<file path="src/rtl/ahb_sram_slave.sv">
// AHB3-Lite word-organised SRAM responder with configurable wait states and two-cycle ERROR.
// Optional write protection of the upper half of the SRAM: define AHB_SLAVE_PROT_EN.
module ahb_sram_slave #(
    parameter int unsigned HADDR_SIZE  = 8,
    parameter int unsigned HDATA_SIZE  = 32,
    parameter int unsigned MEM_DEPTH   = 32,
    parameter int unsigned WAIT_STATES = 0
) (
    input  logic                  HCLK,
    input  logic                  HRESETn,
    input  logic                  HSEL,
    input  logic [HADDR_SIZE-1:0] HADDR,
    input  logic [HDATA_SIZE-1:0] HWDATA,
    output logic [HDATA_SIZE-1:0] HRDATA,
    input  logic                  HWRITE,
    input  logic [2:0]            HSIZE,
    input  logic [2:0]            HBURST,
    input  logic [3:0]            HPROT,
    input  logic [1:0]            HTRANS,
    input  logic                  HREADY,
    output logic                  HREADYOUT,
    output logic                  HRESP
);

    localparam int unsigned IDX_W     = (MEM_DEPTH > 1) ? $clog2(MEM_DEPTH) : 1;
    localparam int unsigned MEM_BYTES = MEM_DEPTH * 4;
    localparam logic [3:0]  WS_LOAD   = 4'(WAIT_STATES);

    typedef enum logic [1:0] {StIdle, StWait, StErr1, StErr2} state_e;

    state_e                r_state;
    state_e                w_state_next;
    logic                  r_dvalid;
    logic                  r_write;
    logic [1:0]            r_size;
    logic [1:0]            r_lane;
    logic [IDX_W-1:0]      r_widx;
    logic [3:0]            r_cnt;
    logic [HDATA_SIZE-1:0] r_mem [MEM_DEPTH];

    logic       w_take;
    logic       w_illegal;
    logic       w_we;
    logic [3:0] w_be;
    logic       w_unused;

    assign w_unused = ^{HBURST, HPROT};

    // Only IDLE and ERR2 drive HREADYOUT high, so only they can take a new address phase.
    assign w_take = HSEL & HREADY & HTRANS[1] & ((r_state == StIdle) | (r_state == StErr2));

    always_comb begin
        w_illegal = 1'b0;
        if (32'(HADDR) >= MEM_BYTES)                   w_illegal = 1'b1;
        if (HSIZE > 3'd2)                              w_illegal = 1'b1;
        if ((HSIZE == 3'd1) && HADDR[0])               w_illegal = 1'b1;
        if ((HSIZE == 3'd2) && (HADDR[1:0] != 2'b00))  w_illegal = 1'b1;
`ifdef AHB_SLAVE_PROT_EN
        if (HWRITE && !HPROT[1] && (32'(HADDR) >= MEM_DEPTH * 2)) w_illegal = 1'b1;
`endif
    end

    always_ff @(posedge HCLK or negedge HRESETn) begin
        if (!HRESETn) r_state <= StIdle;
        else          r_state <= w_state_next;
    end

    always_comb begin
        w_state_next = r_state;
        unique case (r_state)
            StIdle, StErr2: begin
                if (!w_take)         w_state_next = StIdle;
                else if (w_illegal)  w_state_next = StErr1;
                else if (WAIT_STATES > 0) w_state_next = StWait;
                else                 w_state_next = StIdle;
            end
            StWait:  if (r_cnt == 4'd1) w_state_next = StIdle;
            StErr1:  w_state_next = StErr2;
            default: w_state_next = StIdle;
        endcase
    end

    always_comb begin
        HREADYOUT = 1'b1;
        HRESP     = 1'b0;
        HRDATA    = '0;
        unique case (r_state)
            StWait:  HREADYOUT = 1'b0;
            StErr1: begin
                HREADYOUT = 1'b0;
                HRESP     = 1'b1;
            end
            StErr2:  HRESP = 1'b1;
            default: ;
        endcase
        if (r_dvalid && !r_write) HRDATA = r_mem[r_widx];
    end

    // r_dvalid marks a legal data phase in progress; errored transfers never set it.
    always_ff @(posedge HCLK or negedge HRESETn) begin
        if (!HRESETn) begin
            r_dvalid <= 1'b0;
            r_write  <= 1'b0;
            r_size   <= 2'd0;
            r_lane   <= 2'd0;
            r_widx   <= '0;
            r_cnt    <= 4'd0;
        end else begin
            if (w_take) begin
                r_dvalid <= ~w_illegal;
                r_write  <= HWRITE;
                r_size   <= HSIZE[1:0];
                r_lane   <= HADDR[1:0];
                r_widx   <= HADDR[IDX_W+1:2];
            end else if (r_state == StIdle) begin
                r_dvalid <= 1'b0;
            end
            if (w_take && !w_illegal) r_cnt <= WS_LOAD;
            else if (r_state == StWait) r_cnt <= r_cnt - 4'd1;
        end
    end

    always_comb begin
        w_be = 4'b0000;
        unique case (r_size)
            2'd0:    w_be[r_lane] = 1'b1;
            2'd1:    w_be = r_lane[1] ? 4'b1100 : 4'b0011;
            default: w_be = 4'b1111;
        endcase
    end

    // Commit on the edge that ends the data phase, so a following read sees the new word.
    assign w_we = r_dvalid & r_write & (r_state == StIdle);

    always_ff @(posedge HCLK) begin
        if (w_we) begin
            for (int i = 0; i < 4; i++) begin
                if (w_be[i]) r_mem[r_widx][8*i +: 8] <= HWDATA[8*i +: 8];
            end
        end
    end

endmodule

</file>
<file path="config.mk">
export PLATFORM = sky130hd
export DESIGN_NAME = ahb_sram_slave
export DESIGN_NICKNAME = d
export VERILOG_FILES = /design/src/rtl/ahb_sram_slave.sv
export SDC_FILE = /design/constraint.sdc
export NUM_CORES = 1
export LEC_CHECK = 0
export CORE_UTILIZATION = 50
export CTS_BUF_LIST = sky130_fd_sc_hd__clkbuf_4
export DETAILED_ROUTE_END_ITERATION = 10
export HOLD_SLACK_MARGIN = 0.02
export PLACE_DENSITY = 0.66
export SYNTH_ARGS = -nofsm -noshare
export SYNTH_HDL_FRONTEND = slang
export SYNTH_SLANG_ARGS = --single-unit
</file>
<file path="constraint.sdc">
create_clock -name HCLK -period 7 [get_ports HCLK]
set_clock_uncertainty 0.05 [all_clocks]
set_input_delay 1.4 -clock HCLK [delete_from_list [all_inputs] [get_ports HCLK]]
set_output_delay 1.4 -clock HCLK [all_outputs]
set_load 0.1 [all_outputs]
</file>
After elaboration in Yosys (flattened, before gate mapping)
Memory sizes are Yosys's and may differ from the RTL's.
Cells that the tools add are included.
- register bits after elaboration: 17
- bits in latches: 0
- bits in writable memories: 1024
- ROM bits: 0
- word-level logic and storage cells: 74
- memories: 1
- add/subtract/negate cells: 1
- $mul: 0
- div/mod/pow operators: 0
- magnitude comparators: 4
- equal/unequal tests: 8
- shift-type cells: 0
- multiplexer cells: 31
- bitwise logic cells: 7
- reduce and logical (&&, ||, !) cells: 15
- memory list (name ; words ; width ; read ports ; clocked after Yosys merged registers in ; write ports ; line ; source):
    r_mem ; 32 ; 32 ; 1 ; 0 ; 1 ; 39 ; logic [HDATA_SIZE-1:0] r_mem [MEM_DEPTH];
- operator list (cell ; count):
    two-way mux 32 bit ; 1
    two-way mux 1 bit ; 21
    two-way mux 4 bit ; 3
    greater-or-equal comparator 8 bit, second input constant ; 1
    one-hot mux 4 bit (2 select lines) ; 1
    two-way mux 2 bit ; 3
    one-hot mux 2 bit (3 select lines) ; 1
    nonzero test 2 bit ; 3
    OR reduction 2 bit ; 3
    AND 1 bit ; 5
    logical AND 1 bit ; 5
    equality test 2 x 1 -> 1 bit, second input constant ; 2
    equality test 2 bit, second input constant ; 2
    equality test 4 x 1 -> 1 bit, second input constant ; 1
    zero test 2 bit ; 2
    subtractor 4 x 1 -> 4 bit, second input constant ; 1
    equality test 3 x 1 -> 1 bit, second input constant ; 1
    equality test 3 x 2 -> 1 bit, second input constant ; 1
    > comparator 3 x 2 -> 1 bit, second input constant ; 1
    < comparator 2 x 3 -> 1 bit, second input constant ; 1
    demux 1 bit (select 2 bit) ; 1
    greater-or-equal comparator 2 x 1 -> 1 bit, second input constant ; 1
    zero test 1 bit ; 2
    inequality test 2 bit, second input constant ; 1
    other kinds (2) ; 2

Longest topological paths before layout
Gate-level depths: netlist of run 1.
- word-level depth: 8
- gate-level depth with buffers: 8
- depth with buffers taken out: 6

Worst setup path before layout of run 1
OpenSTA, ideal clock, no wires.
- kind: register to output
- start: register r_widx[3]
- end: output HRDATA[2]
- arrival time: 3.190 ns
- data required time: 5.550 ns
- setup slack: 2.360 ns
- cell stages (with the launch flop): 8
- buffers on the path: 3
- path through: dfrtp_1 buf_6 or4b_4 buf_6 buf_6 o22ai_1 nor2_1 a31oi_1
- cells in the longest elaborated chain, start to end: 2
- ends and longest elaborated chain (what ; line ; source):
    start, declared ; 37 ; logic [IDX_W-1:0] r_widx;
    start signal, assigned ; 114 ; r_widx <= HADDR[IDX_W+1:2];
    memory read (32 x 32 bit) ; -- ;
    two-way mux 32 bit ; 96 ; if (r_dvalid && !r_write) HRDATA = r_mem[r_widx];
    end, declared ; 14 ; output logic [HDATA_SIZE-1:0] HRDATA,
Every way passes these cells.

Worst setup path in the final report of run 1
- start: register r_widx[3]
- end: output HRDATA[9]
Same word-level chain as after synthesis.

==> results of run 1 <==
## per-layer routing
layer,track usage (%),share of wire (%)
met5,0,0
met4,10.9,3.4
met3,4.79,7.4
met2,37.4,49
met1,30.8,41
## registers in the layout, summed over array words and instances, names as in the netlist
register	cells
r_state	2
r_write	1
r_size	2
r_mem	1024
r_widx	5
r_lane	2
r_cnt	4
r_dvalid	1
## final cells by class
cell class | count | area, µm²
inverter | 7 | 26.3
antenna | 2 | 5.00
clock buffer | 388 | 2910
clock inverter | 59 | 304
tap | 1050 | 1310
multi-input combinational | 1157 | 8630
timing repair buffer | 123 | 1130
sequential | 1041 | 31200
fill | 6125 | 34000
## logic make-up after synthesis
family                   synth area share [%]
buffers and inverters                    1.77
AO/OA/AOI/OAI                            4.55
adder cells (fa/ha/maj)                 0.185
flip-flops                               77.0
AND/OR/NAND/NOR                          3.73
multiplexers                             12.7
XOR/XNOR                               0.0649
## power by group
group / switching (mW) / total [mW] / internal (mW) / leakage (nW)
Combinational: 2.13 / 3.45 / 1.32 / 3.73
Clock: 2.29 / 4.94 / 2.64 / 1.94
Sequential: 0.183 / 7.08 / 6.89 / 9.41
Total: 4.60 / 15.5 / 10.9 / 15.1
## worst max-delay path by stage
stage	cells past startpoint	slack [ps]	end	start
floorplan	7	2360	HRDATA[2]	r_widx[3]
global placement	5	1540	HRDATA[9]	r_widx[2]
detailed placement	6	1480	HRDATA[9]	r_widx[3]
CTS	6	180	HRDATA[9]	r_widx[3]
global route	5	60	HRDATA[9]	r_widx[3]
finish	6	300	HRDATA[9]	r_widx[3]
## per-stage QoR
step	cell area (µm²)	utilization, %	hold WS [ps]	setup slack (ps)
2_1_floorplan	40500	-	409	2360
3_3_place_gp	42300	53.2	434	1540
3_5_place_dp	42300	53.2	445	1480
4_1_cts	45500	57.2	461	180
5_1_grt	45500	57.2	496	57.1
6_report	45500	57.2	455	297
## cells in the final DEF, fill, tap and decap left out, drive strengths merged, types with 3 or more instances in the layout
cell type | synthesis | layout
a31oi | 33 | 33
buf | 81 | 60
bufinv | 0 | 3
clkbuf | 65 | 388
clkdlybuf4s50 | 0 | 63
clkinv | 0 | 49
dfrtp | 17 | 17
edfxtp | 1024 | 1024
ha | 6 | 6
inv | 7 | 14
mux2i | 512 | 512
nand2 | 65 | 65
nand3 | 5 | 5
nand4b | 5 | 5
nand4bb | 6 | 6
nor2 | 205 | 205
nor4 | 32 | 32
o21ai | 3 | 3
o22ai | 256 | 256
or4b | 4 | 4
## tightest hold or removal path, delay by kind of cell, from the launching register on
family,cells,cell delay (ps)
AND/OR/NAND/NOR,2,110
flip-flops,1,360
==> flow_metrics.py, run 1 <==
metrics = {
    "status": {
        "outcome": "finished, final reports clean",
    },
    "logic_synthesis": {
        "synth.largest_area_cell": "edfxtp_1",
        "yosys_warnings": 0,
        "synth_seq_cells": 1041,
        "synth_area_leaders": "edfxtp_1, mux2i_1, o22ai_1",
        "synth_top_area_share_pct": 75.9,
        "synth_ff_type": "edfxtp_1",
        "synth_top_cells_by_count": "edfxtp_1, mux2i_1, o22ai_1",
        "yosysMostFrequentCell": "edfxtp_1",
        "syn_inst": 2351,
        "synth_cell_types": 39,
        "ys_seq_area_share_pct": 77.0,
        "syn_nets": 2414,
        "netlist_area_um2": 40500,
        "avgSynthCellArea_um2": 17.2,
        "synth-edff-count": 1024,
        "async_flop_share_pct": 1.63,
    },
    "timing": {
        "finalCritPeriodShare_pct": 95.8,
        "tightest_slew_ps": 1310,
        "drv_slew": 0,
        "setup_violations": 0,
        "hold_violations": 0,
        "fmax_mhz": 149,
        "max_slew_margin_pct": 12.4,
        "rsz0062_at_grt": "no",
        "fin_setup_tns_ps": 0,
        "final.min_clock_period_ps": 6700,
    },
    "critical_path": {
        "r2r-end": "r_mem[6][8]",
        "r2r-start": "r_widx[1]",
        "endpoint_kind": "output port",
        "ff2ff_path_depth": 4,
        "crit_path_top_delay_cell": "clkdlybuf4s50_1",
        "max_stage_delay_ps": 1210,
        "rrSetupSlack_ps": 3060,
        "path_buf_inv": 2,
        "cp_max_fo": 25,
        "crit_type": "register to output port",
        "required_ps": 5550,
        "critPathTopFamily": "buffers and inverters",
        "critPathLaunchType": "register",
        "critPathArrivalTime_ps": 5250,
        "worstPathCellList": "nand4b_1, buf_4, o22ai_1, nor4_1, a31oi_1, clkdlybuf4s50_1",
    },
    "global_routing": {
        "antenna_found_initial": 2,
        "grt_pass1_vias": 22787,
        "grt.total_usage_pct": 23.4,
        "overflow": 0,
        "grt_pass1_wl_mm": 139,
        "grt_max_degree": 102,
    },
    "cells_and_area": {
        "drive_gt1_share_pct": 17.0,
        "area_delta_synth_final_pct": 12.4,
        "layout.nets": 2673,
        "final_cells": 3827,
    },
    "floorplanning": {
        "dieWidth_um": 287,
        "die_h_um": 287,
        "dieArea_um2": 82100,
        "core-area_um2": 79500,
        "io_pins": 91,
        "start_util_pct": 50.9,
        "rows": 103,
    },
    "clocking": {
        "cts_inserted_buffers": 280,
        "cts_tree": "yes",
        "post-cts-setup-buffers": 0,
        "cts_resized": 0,
        "cts_root_buf": "clkbuf_4",
        "clk_latency_ps": 1040,
        "clockBufferDepth": 4,
        "path_clk_slew_ps": 60,
        "cts-htree-levels": 5,
        "cts_hold_buf": 0,
        "clkSinkCount": 1041,
    },
    "detailed_routing": {
        "drc": 0,
        "drtAntennaViolNets": 0,
        "drt-total-wl_mm": 95.8,
        "viasPerCell": 5.81,
        "drt_iter0_markers": 2264,
        "firstDrtPassIters": 6,
        "post_drt_wl_per_cell_um": 25.0,
        "dr_total_vias": 22229,
    },
    "worst_hold_path": {
        "whs_path_depth": 2,
        "whs_endpoint": "r_write",
        "min_from": "r_write",
        "min_path_type": "register to register",
    },
    "power_and_ir_drop": {
        "p_leak_nw": 15.1,
        "worst_ir_drop_vdd_v": 0.000263,
        "p_per_area_nw_per_um2": 340,
        "power_mw": 15.5,
    },
    "place": {
        "gp_congestion": 0.810,
        "dpl.hpwl_mm": 56.9,
        "dp_cells": 3378,
        "port_buffers": 82,
    },
    "job": {
        "maxCapViolCount": 0,
    },
}
No activity file was read; power rests on OpenSTA's default activity.
==> run 2, diff against run 1 <==
Settings changed: CTS_CLUSTER_DIAMETER from default to 120.
Clock period 7 ns to 6.7 ns, I/O delays scaled along.
==> run 2 against run 1 <==
Effect of this change: utilization is 0.066 points higher; sequential power is 4.5% higher; power is 4.9% higher; cell area is 0.12% higher; via count is 0.93% higher; largest power group unchanged.
==> flow_metrics.py, run 2 (synthesis results as in run 1) <==
metrics = {
    "global_routing": {
        "grt_max_degree": 118,
        "antenna_found_initial": 2,
        "top_usage_layer": "met2",
        "overflow": 0,
        "grt_pass1_vias": 22813,
        "grt.met1_usage_pct": 31.4,
        "met2_usage_pct": 37.8,
        "grt.total_usage_pct": 23.6,
        "use_met3_pct": 5.66,
        "grt_pass1_wl_mm": 141,
    },
    "power_and_ir_drop": {
        "worst_ir_drop_vdd_v": 0.000314,
        "p_leak_nw": 15.2,
        "p_per_area_nw_per_um2": 356,
    },
    "clocking": {
        "cts_hold_buf": 0,
        "clkSinkCount": 1041,
        "post-cts-setup-buffers": 0,
        "clockBufferDepth": 4,
        "path_clk_slew_ps": 60,
        "clk_latency_ps": 1090,
        "cts_tree": "yes",
        "cts_inserted_buffers": 282,
        "cts-htree-levels": 5,
        "cts_root_buf": "clkbuf_4",
        "cts_resized": 0,
    },
    "detailed_routing": {
        "drc": 0,
        "drt_iter0_markers": 2014,
        "drt-total-wl_mm": 96.9,
        "post_drt_wl_per_cell_um": 25.2,
        "dr_total_vias": 22435,
        "drtAntennaViolNets": 0,
        "firstDrtPassIters": 7,
        "viasPerCell": 5.83,
    },
    "cells_and_area": {
        "layout_commonest_cell": "edfxtp_1",
        "largest_reg_flops": 1024,
        "area_delta_synth_final_pct": 12.5,
        "regMostFlops": "r_mem",
        "reg_top3": "r_mem (1024), r_widx (5), r_cnt (4)",
        "layout_common_cells": "edfxtp_1, mux2i_1, clkbuf_4, o22ai_1, nor2_1",
        "drive_gt1_share_pct": 18.2,
        "layout.nets": 2685,
    },
    "timing": {
        "tightest_slew_ps": 1320,
        "max_slew_margin_pct": 11.7,
        "hold_violations": 0,
        "finalCritPeriodShare_pct": 95.0,
        "fmax_mhz": 157,
        "final.min_clock_period_ps": 6370,
        "setup_ws_ps": 335,
        "setup_violations": 0,
        "drv_slew": 0,
        "rsz0062_at_grt": "no",
        "fin_setup_tns_ps": 0,
    },
    "place": {
        "port_buffers": 82,
        "gp_congestion": 0.805,
        "place_ws_ps": 1450,
        "dpl.hpwl_mm": 57.2,
    },
    "job": {
        "maxCapViolCount": 0,
    },
    "floorplanning": {
        "dieWidth_um": 287,
        "die_h_um": 287,
        "rows": 103,
        "io_pins": 91,
        "start_util_pct": 50.9,
        "dieArea_um2": 82100,
        "core-area_um2": 79500,
    },
    "critical_path": {
        "critPathLaunchType": "register",
        "critPathTopFamily": "simple AND/OR/NAND/NOR gates",
        "worstPathCellList": "or4_1, o22ai_1, nor4_1, a31oi_1, clkdlybuf4s50_1",
        "path_buf_inv": 1,
        "critPathArrivalTime_ps": 4980,
        "crit_path_top_delay_cell": "dfrtp_1",
        "crit_type": "register to output port",
        "max_stage_delay_ps": 1020,
        "cp_max_fo": 28,
        "required_ps": 5310,
        "endpoint_kind": "output port",
    },
    "worst_hold_path": {
        "min_path_type": "register to register",
    },
    "status": {
        "outcome": "finished, final reports clean",
    },
}
[run 2: changes by cell type in the layout (fill, tap and decap cells not counted), sizes merged, moves of 3 or more]
cell	previous run	this run
clkinv	49	43
clkbuf	388	399
buf	60	82
inv	14	17
diode	2	5
clkdlybuf4s50	63	51
[run 2: final timing paths]
| path | startpoint | to | slack (ps) | cells after the start |
|---|---|---|---|---|
| setup reg to reg | r_widx[1] | r_mem[6][3] | 2790 | 4 |
| max in group asynchronous | HRESETn | r_widx[1] | 5410 | 1 |
| hold reg to reg | r_lane[0] | r_lane[0] | 450 | 2 |
| setup / recovery | r_widx[2] | HRDATA[3] | 330 | 5 |
| hold / removal | r_lane[0] | r_lane[0] | 450 | 2 |
| min in group asynchronous | HRESETn | r_cnt[3] | 640 | 1 |
[run 2: per-stage QoR]
step                cell area (µm²)  power, mW  util [%]  hold slack, ps  cells
floorplan                     40500       10.0         -             409   2351
global placement              42300       11.1      53.2             441   3388
detailed placement            42300       11.2      53.2             438   3388
CTS                           45500       16.3      57.3             453   3841
global route                  45600       16.9      57.3             494   3844
finish                        45600       16.2      57.3             453   3846
[run 2: final cells by class]
type	count	area (µm²)
Tap cell	1050	1310
Fill cell	6056	34000
Multi-Input combinational cell	1157	8630
Sequential cell	1041	31200
Clock inverter	54	234
Inverter	7	26.3
Antenna cell	5	12.5
Timing Repair Buffer	133	1160
Clock buffer	399	3000
[run 2: worst min-delay path, stage by stage (launching register included)]
cell	delay (ps)
dfrtp_1	360
nand2_1	60
nand2_1	60
[run 2: power breakdown]
group | internal [mW] | switching [mW] | leakage (nW)
logic | 1.38 | 2.26 | 3.80
clock network | 2.75 | 2.42 | 1.97
registers | 7.20 | 0.203 | 9.41
[run 2: per-layer routing]
layer	wire [µm]	part of all wire [%]
met5	0	0
met4	2510	2.6
met3	7760	8.0
met2	46800	48
met1	39800	41
==> run 3, diff against run 2 <==
Settings changed: ABC_AREA from default to 1.
==> run 3 against run 2 <==
Effect of this change: global-route usage grew 1.4 points; critical path depth grew 5; synthesized cell count grew 80%; utilization shrank 1.2 points; hold slack lost 32 ps; critical path type unchanged; largest cell class unchanged.
==> flow_metrics.py, run 3 <==
metrics = {
    "critical_path": {
        "path_buf_inv": 3,
        "required_ps": 5310,
        "cp_max_fo": 123,
        "worstPathCellList": "buf_12, nand2_1, inv_2, nand2_1, nand3_1, nand2_1, nand2_1, nor2_1, a21oi_1, buf_4",
        "crit_path_top_delay_cell": "a21oi_1",
        "cpMostUsedCell": "nand2_1",
        "critPathTopFamily": "buffers and inverters",
        "crit_type": "register to output port",
        "critPathLaunchType": "register",
        "critPathArrivalTime_ps": 4640,
        "endpoint_kind": "output port",
        "max_stage_delay_ps": 670,
    },
    "logic_synthesis": {
        "netlist_area_um2": 43900,
        "syn_nets": 4292,
        "synth_top_area_share_pct": 70.0,
        "synth_seq_cells": 1041,
        "synth_ff_type": "edfxtp_1",
        "ys_seq_area_share_pct": 71.0,
        "synth_top_cells_by_count": "nand2_1, edfxtp_1, nor2_1",
        "yosysMostFrequentCell": "nand2_1",
        "yosys_warnings": 0,
        "avgSynthCellArea_um2": 10.4,
        "async_flop_share_pct": 1.63,
        "syn_inst": 4229,
        "synth.largest_area_cell": "edfxtp_1",
        "synth-edff-count": 1024,
        "synth_area_leaders": "edfxtp_1, nand2_1, nor2_1",
        "synth_cell_types": 29,
    },
    "clocking": {
        "path_clk_slew_ps": 70,
        "clkSinkCount": 1041,
        "clk_latency_ps": 1120,
        "cts-htree-levels": 5,
        "cts_resized": 0,
        "cts_tree": "yes",
        "post-cts-setup-buffers": 0,
        "clockBufferDepth": 4,
        "cts_root_buf": "clkbuf_4",
        "cts_hold_buf": 0,
        "cts_inserted_buffers": 282,
    },
    "timing": {
        "tightest_slew_ps": 1320,
        "max_slew_margin_pct": 11.6,
        "hold_violations": 0,
        "hold_slack_ps": 421,
        "setup_ws_ps": 671,
        "setup_violations": 0,
        "final.min_clock_period_ps": 6030,
        "fmax_mhz": 166,
        "finalCritPeriodShare_pct": 90.0,
        "rsz0062_at_grt": "no",
        "fin_setup_tns_ps": 0,
        "drv_slew": 0,
    },
    "detailed_routing": {
        "drt-total-wl_mm": 111,
        "post_drt_wl_per_cell_um": 19.2,
        "dr_total_vias": 29776,
        "firstDrtPassIters": 7,
        "drt_iter0_markers": 2719,
        "drtAntennaViolNets": 0,
        "drc": 0,
        "viasPerCell": 5.18,
    },
    "cells_and_area": {
        "layout.nets": 4507,
        "area_delta_synth_final_pct": 10.9,
        "stdcell_area_um2": 48700,
        "layout_commonest_cell": "nand2_1",
        "utilization_pct": 56.1,
        "regMostFlops": "r_mem",
        "layout_common_cells": "nand2_1, edfxtp_1, clkbuf_4, nor2_1, buf_4",
        "final_cells": 5751,
        "largest_reg_flops": 1024,
        "reg_top3": "r_mem (1024), r_widx (5), r_cnt (4)",
        "fill_cells": 7409,
        "drive_gt1_share_pct": 11.7,
    },
    "power_and_ir_drop": {
        "worst_ir_drop_vdd_v": 0.000378,
        "power_mw": 17.4,
        "p_leak_nw": 20.0,
        "p_int_mw": 11.3,
        "p_seq_share_pct": 42.0,
        "combPwrFrac_pct": 27.4,
        "switching_share_pct": 35.0,
        "netSwitchingPower_mw": 6.10,
        "p_per_area_nw_per_um2": 358,
        "clockPowerShare_pct": 30.6,
    },
    "place": {
        "place_area_um2": 45400,
        "dp_cells": 5315,
        "place_ws_ps": 1850,
        "dpl.hpwl_mm": 61.7,
        "port_buffers": 82,
        "gp_congestion": 0.788,
    },
    "global_routing": {
        "grt_pass1_wl_mm": 167,
        "grt_max_degree": 216,
        "overflow": 0,
        "antenna_found_initial": 3,
        "grt_pass1_vias": 28892,
        "grt.total_usage_pct": 25.0,
    },
    "floorplanning": {
        "dieArea_um2": 89000,
        "rows": 108,
        "core-area_um2": 86900,
        "dieWidth_um": 298,
        "die_h_um": 298,
        "start_util_pct": 50.6,
        "io_pins": 91,
    },
    "status": {
        "outcome": "finished, final reports clean",
    },
    "job": {
        "maxCapViolCount": 0,
    },
    "worst_hold_path": {
        "min_path_type": "register to register",
    },
}
## run 3: cell types whose count changed after synthesis, moves of 34 or more
cell	previous run	this run
mux2i_1	512	0
buf_4	1	57
buf_2	64	98
clkbuf_1	65	23
o22ai_1	256	0
nand2_1	65	2647
a21oi_1	2	36
## run 3: power groups by stage
stage / Sequential (mW) / Clock [mW] / Combinational [mW]
floorplan: 7.35 / 0 / 3.52
global placement: 7.46 / 0 / 4.72
detailed placement: 7.47 / 0 / 4.75
CTS: 7.33 / 5.43 / 4.77
global route: 7.33 / 5.76 / 5.35
finish: 7.33 / 5.33 / 4.78
## run 3: final cells by class
type	count	area, µm²	area share (%)
repair buffers	143	1290	2.64
multi-input cells	2959	11400	23.5
clock inverters	31	250	0.514
diodes	4	10.0	0.0205
well taps	1155	1450	2.97
clock buffers	401	3010	6.18
flip-flops and latches	1041	31200	64.0
inverters	17	108	0.221
## run 3: cell families (layout without fill, tap and decap cells)
logic type	after synthesis	count (layout)	synth area share, %
AND/OR/NAND/NOR	2898	2898	25.1
flip-flops	1041	1041	71.0
buffers and inverters	229	592	3.08
AO/OA/AOI/OAI	54	54	0.624
adder cells (fa/ha/maj)	6	6	0.171
XOR/XNOR	1	1	0.0199
other	0	4	0
## run 3: metal layers
metal	up-vias	track usage (%)	share of wire (%)	wire length (µm)
li1	14323	-	-	-
met1	14106	33.4	42	46100
met2	1111	39.8	48	52600
met3	236	4.54	7.3	8070
met4	0	11.8	3.6	3930
met5	-	0	0	0
## run 3: worst paths after layout
kind | start | endpoint | slack (ps) | depth (start not counted)
setup / recovery | r_widx[0] | HRDATA[21] | 670 | 10
hold / removal | r_size[0] | r_size[0] | 420 | 2
setup reg to reg | r_widx[1] | r_mem[14][17] | 2700 | 5
hold reg to reg | r_size[0] | r_size[0] | 420 | 2
max in group asynchronous | HRESETn | r_widx[0] | 5350 | 1
min in group asynchronous | HRESETn | r_state[1] | 640 | 1
## run 3: tightest hold or removal path, cell delays in order, from the launching register on
cell and delay (ps):
dfrtp_1 330, nand2_1 50, nand2_1 60
